===== config.mk =====
export PLATFORM = sky130hd
export DESIGN_NAME = axi4_lite_arbiter_flat
export DESIGN_NICKNAME = d
export VERILOG_FILES = /design/src/rtl/axi4_lite_arbiter_if.sv /design/src/rtl/axi4_lite_arbiter.sv /design/src/flat_wrapper.sv
export SDC_FILE = /design/constraint.sdc
export NUM_CORES = 1
export LEC_CHECK = 0
export BUFFER_PORTS_ARGS = -buffer_cell sky130_fd_sc_hd__buf_2
export CAP_MARGIN = 40
export CORE_AREA = 2 2 173 175
export DETAILED_ROUTE_END_ITERATION = 8
export DIE_AREA = 0 0 175 177
export PLACE_DENSITY_LB_ADDON = 0.2
export REMOVE_ABC_BUFFERS = 1
export SLEW_MARGIN = 25
export SYNTH_ARGS = -nofsm -noshare
export SYNTH_HDL_FRONTEND = slang
export SYNTH_SLANG_ARGS = --single-unit

===== constraint.sdc =====
create_clock -name clk -period 2.3 [get_ports clk]
set_input_delay 0.46 -clock clk [delete_from_list [all_inputs] [get_ports clk]]
set_output_delay 0.46 -clock clk [all_outputs]
set_load 0.02 [all_outputs]

===== src/rtl/axi4_lite_arbiter_if.sv =====
// AXI4-Lite signal bundle shared by the requesters and the downstream slave.
// 32-bit address/data, 4-bit write strobe, 2-bit response.
interface axi4_lite_interface;
    logic        awvalid;
    logic        awready;
    logic [31:0] awaddr;
    logic        wvalid;
    logic        wready;
    logic [31:0] wdata;
    logic [3:0]  wstrb;
    logic        bvalid;
    logic        bready;
    logic [1:0]  bresp;
    logic        arvalid;
    logic        arready;
    logic [31:0] araddr;
    logic        rvalid;
    logic        rready;
    logic [1:0]  rresp;
    logic [31:0] rdata;

    modport master (
        output awvalid, awaddr, wvalid, wdata, wstrb, bready, arvalid, araddr, rready,
        input  awready, wready, bvalid, bresp, arready, rvalid, rresp, rdata
    );

    modport slave (
        input  awvalid, awaddr, wvalid, wdata, wstrb, bready, arvalid, araddr, rready,
        output awready, wready, bvalid, bresp, arready, rvalid, rresp, rdata
    );
endinterface


===== src/rtl/axi4_lite_arbiter.sv =====
// Two-requester AXI4-Lite arbiter (m0 = IFU, m1 = LSU) onto one shared slave.
// One transaction in flight; round-robin on contention; reads win over writes.
module axi4_lite_arbiter (
    input  logic               clk,
    input  logic               rst_n,
    axi4_lite_interface.slave  m0,
    axi4_lite_interface.slave  m1,
    axi4_lite_interface.master s,
    output logic               busy,
    output logic               owner
);

    localparam logic [2:0] IDLE  = 3'd0;
    localparam logic [2:0] M0_RD = 3'd1;
    localparam logic [2:0] M0_WR = 3'd2;
    localparam logic [2:0] M1_RD = 3'd3;
    localparam logic [2:0] M1_WR = 3'd4;

    logic [2:0] state;
    logic [2:0] state_nxt;
    logic       last_grant;
    logic       last_grant_nxt;
    logic       armed;

    logic req0;
    logic req1;
    logic grant0;
    logic grant1;
    logic rd_done;
    logic wr_done;
    logic sel_m1;

    assign req0    = m0.arvalid | m0.awvalid;
    assign req1    = m1.arvalid | m1.awvalid;
    assign grant0  = req0 & (~req1 | last_grant);
    assign grant1  = req1 & (~req0 | ~last_grant);
    assign rd_done = s.rvalid & s.rready;
    assign wr_done = s.bvalid & s.bready;

    // NOTE: all state registers use non-blocking assignments so every flop
    // samples pre-edge values regardless of block ordering.
    always_ff @(posedge clk or negedge rst_n) begin
        if (!rst_n) begin
            state      <= IDLE;
            last_grant <= 1'b1;
            armed      <= 1'b0;
        end else begin
            state      <= state_nxt;
            last_grant <= last_grant_nxt;
            armed      <= 1'b1;
        end
    end

    // armed holds off arbitration for the first edge after reset release.
    // NOTE: every output of this block gets a default first, so no latches.
    always_comb begin
        state_nxt      = state;
        last_grant_nxt = last_grant;
        case (state)
            IDLE: begin
                if (armed) begin
                    if (grant0)      state_nxt = m0.arvalid ? M0_RD : M0_WR;
                    else if (grant1) state_nxt = m1.arvalid ? M1_RD : M1_WR;
                end
            end
            M0_RD: if (rd_done) begin state_nxt = IDLE; last_grant_nxt = 1'b0; end
            M0_WR: if (wr_done) begin state_nxt = IDLE; last_grant_nxt = 1'b0; end
            M1_RD: if (rd_done) begin state_nxt = IDLE; last_grant_nxt = 1'b1; end
            M1_WR: if (wr_done) begin state_nxt = IDLE; last_grant_nxt = 1'b1; end
            default: state_nxt = IDLE;
        endcase
    end

    assign sel_m1 = (state == M1_RD) || (state == M1_WR);
    assign busy   = (state != IDLE);
    assign owner  = sel_m1;

    // Request payloads follow the selected requester; handshakes gate their use.
    assign s.araddr = sel_m1 ? m1.araddr : m0.araddr;
    assign s.awaddr = sel_m1 ? m1.awaddr : m0.awaddr;
    assign s.wdata  = sel_m1 ? m1.wdata  : m0.wdata;
    assign s.wstrb  = sel_m1 ? m1.wstrb  : m0.wstrb;

    // Response payloads pass through untouched; only the valids are steered.
    assign m0.rdata = s.rdata;
    assign m0.rresp = s.rresp;
    assign m0.bresp = s.bresp;
    assign m1.rdata = s.rdata;
    assign m1.rresp = s.rresp;
    assign m1.bresp = s.bresp;

    always_comb begin
        s.arvalid  = 1'b0;
        s.rready   = 1'b0;
        s.awvalid  = 1'b0;
        s.wvalid   = 1'b0;
        s.bready   = 1'b0;
        m0.arready = 1'b0;
        m0.rvalid  = 1'b0;
        m0.awready = 1'b0;
        m0.wready  = 1'b0;
        m0.bvalid  = 1'b0;
        m1.arready = 1'b0;
        m1.rvalid  = 1'b0;
        m1.awready = 1'b0;
        m1.wready  = 1'b0;
        m1.bvalid  = 1'b0;
        case (state)
            M0_RD: begin
                s.arvalid  = m0.arvalid;
                s.rready   = m0.rready;
                m0.arready = s.arready;
                m0.rvalid  = s.rvalid;
            end
            M0_WR: begin
                s.awvalid  = m0.awvalid;
                s.wvalid   = m0.wvalid;
                s.bready   = m0.bready;
                m0.awready = s.awready;
                m0.wready  = s.wready;
                m0.bvalid  = s.bvalid;
            end
            M1_RD: begin
                s.arvalid  = m1.arvalid;
                s.rready   = m1.rready;
                m1.arready = s.arready;
                m1.rvalid  = s.rvalid;
            end
            M1_WR: begin
                s.awvalid  = m1.awvalid;
                s.wvalid   = m1.wvalid;
                s.bready   = m1.bready;
                m1.awready = s.awready;
                m1.wready  = s.wready;
                m1.bvalid  = s.bvalid;
            end
            default: ;
        endcase
    end

endmodule


===== src/flat_wrapper.sv =====
// flat-port wrapper written by rule: the top's interface ports become plain ports
module axi4_lite_arbiter_flat 
  (clk, rst_n, busy, owner, m0_awvalid, m0_awaddr, m0_wvalid, m0_wdata, m0_wstrb, m0_bready, m0_arvalid, m0_araddr, m0_rready, m0_awready, m0_wready, m0_bvalid, m0_bresp, m0_arready, m0_rvalid, m0_rresp, m0_rdata, m1_awvalid, m1_awaddr, m1_wvalid, m1_wdata, m1_wstrb, m1_bready, m1_arvalid, m1_araddr, m1_rready, m1_awready, m1_wready, m1_bvalid, m1_bresp, m1_arready, m1_rvalid, m1_rresp, m1_rdata, s_awvalid, s_awaddr, s_wvalid, s_wdata, s_wstrb, s_bready, s_arvalid, s_araddr, s_rready, s_awready, s_wready, s_bvalid, s_bresp, s_arready, s_rvalid, s_rresp, s_rdata);
  axi4_lite_interface m0_i ();
  axi4_lite_interface m1_i ();
  axi4_lite_interface s_i ();
  input  logic clk;
  input  logic rst_n;
  output logic busy;
  output logic owner;
  input wire logic [$bits(m0_i.awvalid)-1:0] m0_awvalid;
  input wire logic [$bits(m0_i.awaddr)-1:0] m0_awaddr;
  input wire logic [$bits(m0_i.wvalid)-1:0] m0_wvalid;
  input wire logic [$bits(m0_i.wdata)-1:0] m0_wdata;
  input wire logic [$bits(m0_i.wstrb)-1:0] m0_wstrb;
  input wire logic [$bits(m0_i.bready)-1:0] m0_bready;
  input wire logic [$bits(m0_i.arvalid)-1:0] m0_arvalid;
  input wire logic [$bits(m0_i.araddr)-1:0] m0_araddr;
  input wire logic [$bits(m0_i.rready)-1:0] m0_rready;
  output wire logic [$bits(m0_i.awready)-1:0] m0_awready;
  output wire logic [$bits(m0_i.wready)-1:0] m0_wready;
  output wire logic [$bits(m0_i.bvalid)-1:0] m0_bvalid;
  output wire logic [$bits(m0_i.bresp)-1:0] m0_bresp;
  output wire logic [$bits(m0_i.arready)-1:0] m0_arready;
  output wire logic [$bits(m0_i.rvalid)-1:0] m0_rvalid;
  output wire logic [$bits(m0_i.rresp)-1:0] m0_rresp;
  output wire logic [$bits(m0_i.rdata)-1:0] m0_rdata;
  input wire logic [$bits(m1_i.awvalid)-1:0] m1_awvalid;
  input wire logic [$bits(m1_i.awaddr)-1:0] m1_awaddr;
  input wire logic [$bits(m1_i.wvalid)-1:0] m1_wvalid;
  input wire logic [$bits(m1_i.wdata)-1:0] m1_wdata;
  input wire logic [$bits(m1_i.wstrb)-1:0] m1_wstrb;
  input wire logic [$bits(m1_i.bready)-1:0] m1_bready;
  input wire logic [$bits(m1_i.arvalid)-1:0] m1_arvalid;
  input wire logic [$bits(m1_i.araddr)-1:0] m1_araddr;
  input wire logic [$bits(m1_i.rready)-1:0] m1_rready;
  output wire logic [$bits(m1_i.awready)-1:0] m1_awready;
  output wire logic [$bits(m1_i.wready)-1:0] m1_wready;
  output wire logic [$bits(m1_i.bvalid)-1:0] m1_bvalid;
  output wire logic [$bits(m1_i.bresp)-1:0] m1_bresp;
  output wire logic [$bits(m1_i.arready)-1:0] m1_arready;
  output wire logic [$bits(m1_i.rvalid)-1:0] m1_rvalid;
  output wire logic [$bits(m1_i.rresp)-1:0] m1_rresp;
  output wire logic [$bits(m1_i.rdata)-1:0] m1_rdata;
  output wire logic [$bits(s_i.awvalid)-1:0] s_awvalid;
  output wire logic [$bits(s_i.awaddr)-1:0] s_awaddr;
  output wire logic [$bits(s_i.wvalid)-1:0] s_wvalid;
  output wire logic [$bits(s_i.wdata)-1:0] s_wdata;
  output wire logic [$bits(s_i.wstrb)-1:0] s_wstrb;
  output wire logic [$bits(s_i.bready)-1:0] s_bready;
  output wire logic [$bits(s_i.arvalid)-1:0] s_arvalid;
  output wire logic [$bits(s_i.araddr)-1:0] s_araddr;
  output wire logic [$bits(s_i.rready)-1:0] s_rready;
  input wire logic [$bits(s_i.awready)-1:0] s_awready;
  input wire logic [$bits(s_i.wready)-1:0] s_wready;
  input wire logic [$bits(s_i.bvalid)-1:0] s_bvalid;
  input wire logic [$bits(s_i.bresp)-1:0] s_bresp;
  input wire logic [$bits(s_i.arready)-1:0] s_arready;
  input wire logic [$bits(s_i.rvalid)-1:0] s_rvalid;
  input wire logic [$bits(s_i.rresp)-1:0] s_rresp;
  input wire logic [$bits(s_i.rdata)-1:0] s_rdata;
  assign m0_i.awvalid = m0_awvalid;
  assign m0_i.awaddr = m0_awaddr;
  assign m0_i.wvalid = m0_wvalid;
  assign m0_i.wdata = m0_wdata;
  assign m0_i.wstrb = m0_wstrb;
  assign m0_i.bready = m0_bready;
  assign m0_i.arvalid = m0_arvalid;
  assign m0_i.araddr = m0_araddr;
  assign m0_i.rready = m0_rready;
  assign m0_awready = m0_i.awready;
  assign m0_wready = m0_i.wready;
  assign m0_bvalid = m0_i.bvalid;
  assign m0_bresp = m0_i.bresp;
  assign m0_arready = m0_i.arready;
  assign m0_rvalid = m0_i.rvalid;
  assign m0_rresp = m0_i.rresp;
  assign m0_rdata = m0_i.rdata;
  assign m1_i.awvalid = m1_awvalid;
  assign m1_i.awaddr = m1_awaddr;
  assign m1_i.wvalid = m1_wvalid;
  assign m1_i.wdata = m1_wdata;
  assign m1_i.wstrb = m1_wstrb;
  assign m1_i.bready = m1_bready;
  assign m1_i.arvalid = m1_arvalid;
  assign m1_i.araddr = m1_araddr;
  assign m1_i.rready = m1_rready;
  assign m1_awready = m1_i.awready;
  assign m1_wready = m1_i.wready;
  assign m1_bvalid = m1_i.bvalid;
  assign m1_bresp = m1_i.bresp;
  assign m1_arready = m1_i.arready;
  assign m1_rvalid = m1_i.rvalid;
  assign m1_rresp = m1_i.rresp;
  assign m1_rdata = m1_i.rdata;
  assign s_awvalid = s_i.awvalid;
  assign s_awaddr = s_i.awaddr;
  assign s_wvalid = s_i.wvalid;
  assign s_wdata = s_i.wdata;
  assign s_wstrb = s_i.wstrb;
  assign s_bready = s_i.bready;
  assign s_arvalid = s_i.arvalid;
  assign s_araddr = s_i.araddr;
  assign s_rready = s_i.rready;
  assign s_i.awready = s_awready;
  assign s_i.wready = s_wready;
  assign s_i.bvalid = s_bvalid;
  assign s_i.bresp = s_bresp;
  assign s_i.arready = s_arready;
  assign s_i.rvalid = s_rvalid;
  assign s_i.rresp = s_rresp;
  assign s_i.rdata = s_rdata;
  axi4_lite_arbiter u_core (.clk(clk), .rst_n(rst_n), .m0(m0_i), .m1(m1_i), .s(s_i), .busy(busy), .owner(owner));
endmodule

### After elaboration in Yosys (flattened, before gate mapping)

Cells that the tools add are included.

| word-level totals | value |
|---|---|
| bits in registers | 5 |
| bits of input ports | 253 |
| output and inout bits | 189 |
| word-level logic and storage cells | 66 |

| cells by class | value |
|---|---|
| equal/unequal tests | 12 |
| muxes and demuxes | 32 |
| bitwise gates (word level) | 11 |
| reductions and logical operators | 8 |

Operators by type and width:

| kind | count |
|---|---|
| $mux W32 | 3 |
| $mux W3 | 6 |
| $mux W1 | 14 |
| $ne A2 B1 Y1 const B | 7 |
| $pmux W1 S2 | 5 |
| $pmux W3 S3 | 1 |
| $eq A3 B2 Y1 const B | 2 |
| $reduce_and A5 Y1 | 1 |
| $and A1 B1 Y1 | 4 |
| $mux W4 | 1 |
| $or A1 B1 Y1 | 4 |
| $pmux W1 S4 | 1 |
| $reduce_and A4 Y1 | 1 |
| $reduce_bool A4 Y1 | 1 |
| $reduce_or A2 Y1 | 2 |
| $eq A3 B1 Y1 const B | 1 |
| $eq A3 B3 Y1 const B | 1 |
| $logic_not A3 Y1 | 1 |
| $ne A3 B1 Y1 const B | 1 |
| $not A1 Y1 | 3 |
| $reduce_bool A3 Y1 | 1 |
| $mux W2 | 1 |
| $logic_or A1 B1 Y1 | 1 |

### Logic depth before layout (Yosys ltp)

| logic depth | value |
|---|---|
| depth in word-level cells | 8 |
| mapped depth | 5 |
| depth with buffers taken out | 3 |

### Worst setup path after synthesis

OpenSTA, ideal clock, no wires.

| timing path | value |
|---|---|
| kind | reg-to-output |
| from | register u_core.state[1] |
| to | output s_araddr[0] |
| data arrival time | 1.478 ns |
| data required time | 1.840 ns |
| slack | 0.362 ns |
| cell stages (with the launch flop) | 6 |
| buffers on the path | 2 |
| cells stage by stage | dfrtp_1 nor2b_4 a22oi_2 buf_6 buf_12 mux2_4 |

| on the way | value |
|---|---|
| longest elaborated chain between the ends | 3 |
| elaborated cells on any way between the ends | 4 |
| those cells by class | eq/ne: 2; mux: 1; reduce/logical: 1 |

RTL lines:

| element | line | RTL |
|---|---|---|
| from (decl) | axi4_lite_arbiter.sv:19 | `logic [2:0] state;` |
| from (signal assigned) | axi4_lite_arbiter.sv:48 | `state <= state_nxt;` |
| $eq A3 B2 Y1 / $eq A3 B3 Y1 (equally long branches) | axi4_lite_arbiter.sv:74 | `assign sel_m1 = (state == M1_RD) \|\| (state == M1_WR);` |
| $logic_or A1 B1 Y1 (*) | axi4_lite_arbiter.sv:74 |  |
| $mux W32 (*) | axi4_lite_arbiter.sv:79 | `assign s.araddr = sel_m1 ? m1.araddr : m0.araddr;` |
| to (decl) | flat_wrapper.sv:52 | `output wire logic [$bits(s_i.araddr)-1:0] s_araddr;` |

Every way passes the cells marked *; elsewhere a longest branch is shown, timed or not.

### Final worst setup path

| timing path | value |
|---|---|
| from | register u_core.state[1] |
| to | output s_awaddr[8] |

| on the way | value |
|---|---|
| longest elaborated chain between the ends | 3 |
| elaborated cells on any way between the ends | 4 |
| those cells by class | eq/ne: 2; mux: 1; reduce/logical: 1 |

RTL lines:

| element | line | RTL |
|---|---|---|
| $eq A3 B2 Y1 / $eq A3 B3 Y1 (equally long branches) | axi4_lite_arbiter.sv:74 |  |
| $logic_or A1 B1 Y1 (*) | axi4_lite_arbiter.sv:74 |  |
| $mux W32 (*) | axi4_lite_arbiter.sv:80 | `assign s.awaddr = sel_m1 ? m1.awaddr : m0.awaddr;` |
| to (decl) | flat_wrapper.sv:46 | `output wire logic [$bits(s_i.awaddr)-1:0] s_awaddr;` |

Marks and branches as above.

==> flow_summary_export.csv <==
group,metric,value,unit
layout,layout_commonest_cell,"buf_2",
detailed_routing,via_per_inst,3.258,
logic_synthesis,synth_top_family_by_area,"multiplexers",
placement,port_buffers,333,
cts,cts_tree,"yes",
worst_setup_path,slowest_delay,0.39,ns
worst_setup_path,cp-end-kind,"primary output",
detailed_routing,vias,3040,
logic_synthesis,synth_area_leaders,"mux2_4 49%, buf_4 20%, buf_12 6.6%",
floorplanning,core_area,29240,um^2
logic_synthesis,synthSimpleGateAreaFrac,7.753,%
logic_synthesis,synthesis.area,2711,um^2
worst_setup_path,path_cells,"nor2b_4 -> a22oi_2 -> buf_8 -> buf_12 -> buf_8 -> buf_12 -> mux2_4 -> buf_6",
sta,min_period,2.402,ns
job,maxCapViolCount,0,
cts,htreeDepth,1,
logic_synthesis,synth_compound_area_share,4.984,%
power_and_ir_drop,finalPower,0.004694,W
detailed_routing,avgRoutedWirePerCell,16.94,um
logic_synthesis,async_flop_share,100.0,%
logic_synthesis,ys_ff_latch,5,
layout,mostFrequentLayoutCells,"239 x buf_2, 103 x buf_6, 100 x mux2_4",
global_route,grt_pass1_vias,2917,
worst_setup_path,worstReg2RegEnd,"u_core.state[0]",
logic_synthesis,synthMuxAreaShare,54.59,%
floorplanning,start_util,9.271,%
detailed_routing,drtIter0Drc,87,
power_and_ir_drop,p_leak,3.025,nW
logic_synthesis,synth_cells,252,
worst_setup_path,rr_worst_depth,5,
placement,hpwl,13080,um
floorplanning,boundaryPins,442,
worst_setup_path,critical_path_class,"reg2out",
logic_synthesis,synth_fa_ha_area_share,0,%
layout,layoutNonFillerInstCount,933,
floorplanning,dieArea,30980,um^2
cts,clk_pin_slew_worst_paths,0.04,ns
sta,final-hold-violation-count,0,
layout,diodes,0,
floorplanning,die_w,175,um
global_route,grt_use_met2,13.24,%
logic_synthesis,yosys_warnings,0,
global_route,busiest_layer,"met2",
worst_setup_path,worst_ep_arrival_time,1.94,ns
logic_synthesis,synth_top_area_share,49.28,%
global_route,antenna_found_initial,0,
cts,numCtsBuffers,3,
placement,post_dp_cell_area,4325,um^2
cts,clockBufferDepth,2,
cts,ctsHoldBuffers,0,
sta,period_share,104.4,%
global_route,grtUsageTotal,8.598,%
global_route,met3_usage,5.090,%
cts,clock_latency,0.23,ns
worst_setup_path,critPathSlowestCell,"dfrtp_1",
logic_synthesis,synth_flop_cell,"dfrtp_1",
layout,syn_to_final_growth,99.72,%
sta,setup_viol_count_final,85,
logic_synthesis,synth_edf_count,0,
detailed_routing,antenna_left,0,
placement,gp_routability_congestion,0.6862,
sta,finClkSkew,0.005006,ns
logic_synthesis,synth-xor-area-share,0,%
power_and_ir_drop,peakVddDrop,0.0002747,V
logic_synthesis,ys_seq_area_share,4.661,%
layout,final_cell_area,5415,um^2
outcome,violations,"negative setup slack",
logic_synthesis,postSynthAreaPerCell,10.76,um^2
worst_setup_path,required,1.84,ns
sta,fmax,416.4,MHz
placement,dp_cells,910,
sta,setup_ws,-0.1017,ns
cts,cts_root_buf,"clkbuf_16",
floorplanning,die_h,177,um
sta,drv_slew,0,
worst_setup_path,start_kind,"flip-flop",
detailed_routing,drc,0,
sta,rsz0062_at_grt,"true",
sta,holdWs,0.04375,ns
logic_synthesis,yosysUniqueCellTypes,38,
cts,cts_sinks,5,
detailed_routing,wirelength,15800,um
worst_hold_path,hp-class,"in2async",
worst_setup_path,reg2reg_from,"u_core.state[1]",
global_route,grt_max_degree,16,
outcome,status,"finished with violations",
logic_synthesis,yosysTopAreaCell,"mux2_4",
floorplanning,num_rows,63,
global_route,grtUsageMet1,10.28,%
power_and_ir_drop,powerDensity,866.8,nW/um^2
worst_setup_path,rrSetupSlack,0.86,ns
global_route,grt_pass1_wl,19640,um
detailed_routing,firstDrtPassIters,4,
layout,layout-drive-gt1-share,88.58,%
worst_setup_path,crit_fanout,5,
layout,nNetsFinal,797,
global_route,grt_overflow,0,
## area by class of cell
cell class | instances | area, um^2
Fill cell | 3251 | 23830
Sequential cell | 5 | 126.4
Timing Repair Buffer | 373 | 2836
Clock buffer | 4 | 78.83
Tap cell | 390 | 488.0
Multi-Input combinational cell | 159 | 1878
Inverter | 2 | 7.507
## state kept, by name, indices dropped and copies added (netlist names)
register and flops:
u_core.armed 1, u_core.state 3, u_core.last_grant 1
## worst max-delay path, delay by kind of cell, from the launching register on
kind | cells | cell delay, ns
multiplexers | 1 | 0.31
AO/OA/AOI/OAI | 1 | 0.25
AND/OR/NAND/NOR | 1 | 0.14
flip-flops | 1 | 0.39
buffers and inverters | 5 | 0.62
## how the worst max path moves through the flow
stage	start	to	slack (ns)
after floorplan	u_core.state[1]	s_araddr[11]	-3.93
after CTS	u_core.state[1]	s_awaddr[1]	-0.09
after global placement	u_core.state[1]	s_wdata[11]	0.1
after detailed placement	u_core.state[1]	s_araddr[26]	0.09
final	u_core.state[1]	s_awaddr[8]	-0.10
after global routing	u_core.state[1]	s_awaddr[8]	-0.20
## Yosys cell counts (2+ instances only)
cell type,instances
nand2b_1,5
buf_12,9
buf_4,72
mux2i_1,2
a22oi_1,3
mux2_4,89
a21boi_0,2
inv_1,2
and2_1,3
mux2_2,11
nor2_1,12
nor3b_1,2
a21oi_1,3
and3_1,3
clkbuf_1,3
nor2b_1,2
nand2_1,5
dfrtp_1,4
## layer usage
| metal | share of wire, % | routed length [um] |
|---|---|---|
| met1 | 39 | 6098 |
| met5 | 0.76 | 120 |
| met2 | 47 | 7351 |
| met4 | 0.47 | 74 |
| met3 | 14 | 2156 |
## report_power, final
| group | switching, W | internal (W) |
|---|---|---|
| clock network | 0.0000616 | 0.000230 |
| logic | 0.00182 | 0.00243 |
| registers | 0.0000327 | 0.000124 |
## cells by family after synthesis
| kind of cell | count (synthesis) |
|---|---|
| AOI/OAI and AO/OA | 18 |
| other | 1 |
| DFF | 5 |
| muxes | 102 |
| buffers and inverters | 88 |
| and+or+nand+nor | 38 |
## stage by stage
step | setup WS (ns) | utilization, % | setup TNS (ns)
6_report | -0.1017 | 18.52 | -4.262
5_1_grt | -0.1995 | 18.52 | -14.26
4_1_cts | -0.09133 | 17.44 | -4.705
3_5_place_dp | 0.08894 | 14.79 | 0
3_3_place_gp | 0.09720 | 14.79 | 0
2_1_floorplan | -3.929 | - | -387.42
## what timing repair did
item | in CTS | in global routing
resized for setup | 147 | 83
pin swaps | 1 | 1
cloned | 5 | 2
setup buffers | 10 | 3
endpoints found under the setup margin | 96 | 99
Note: power is estimated with default switching activity, not from simulation.
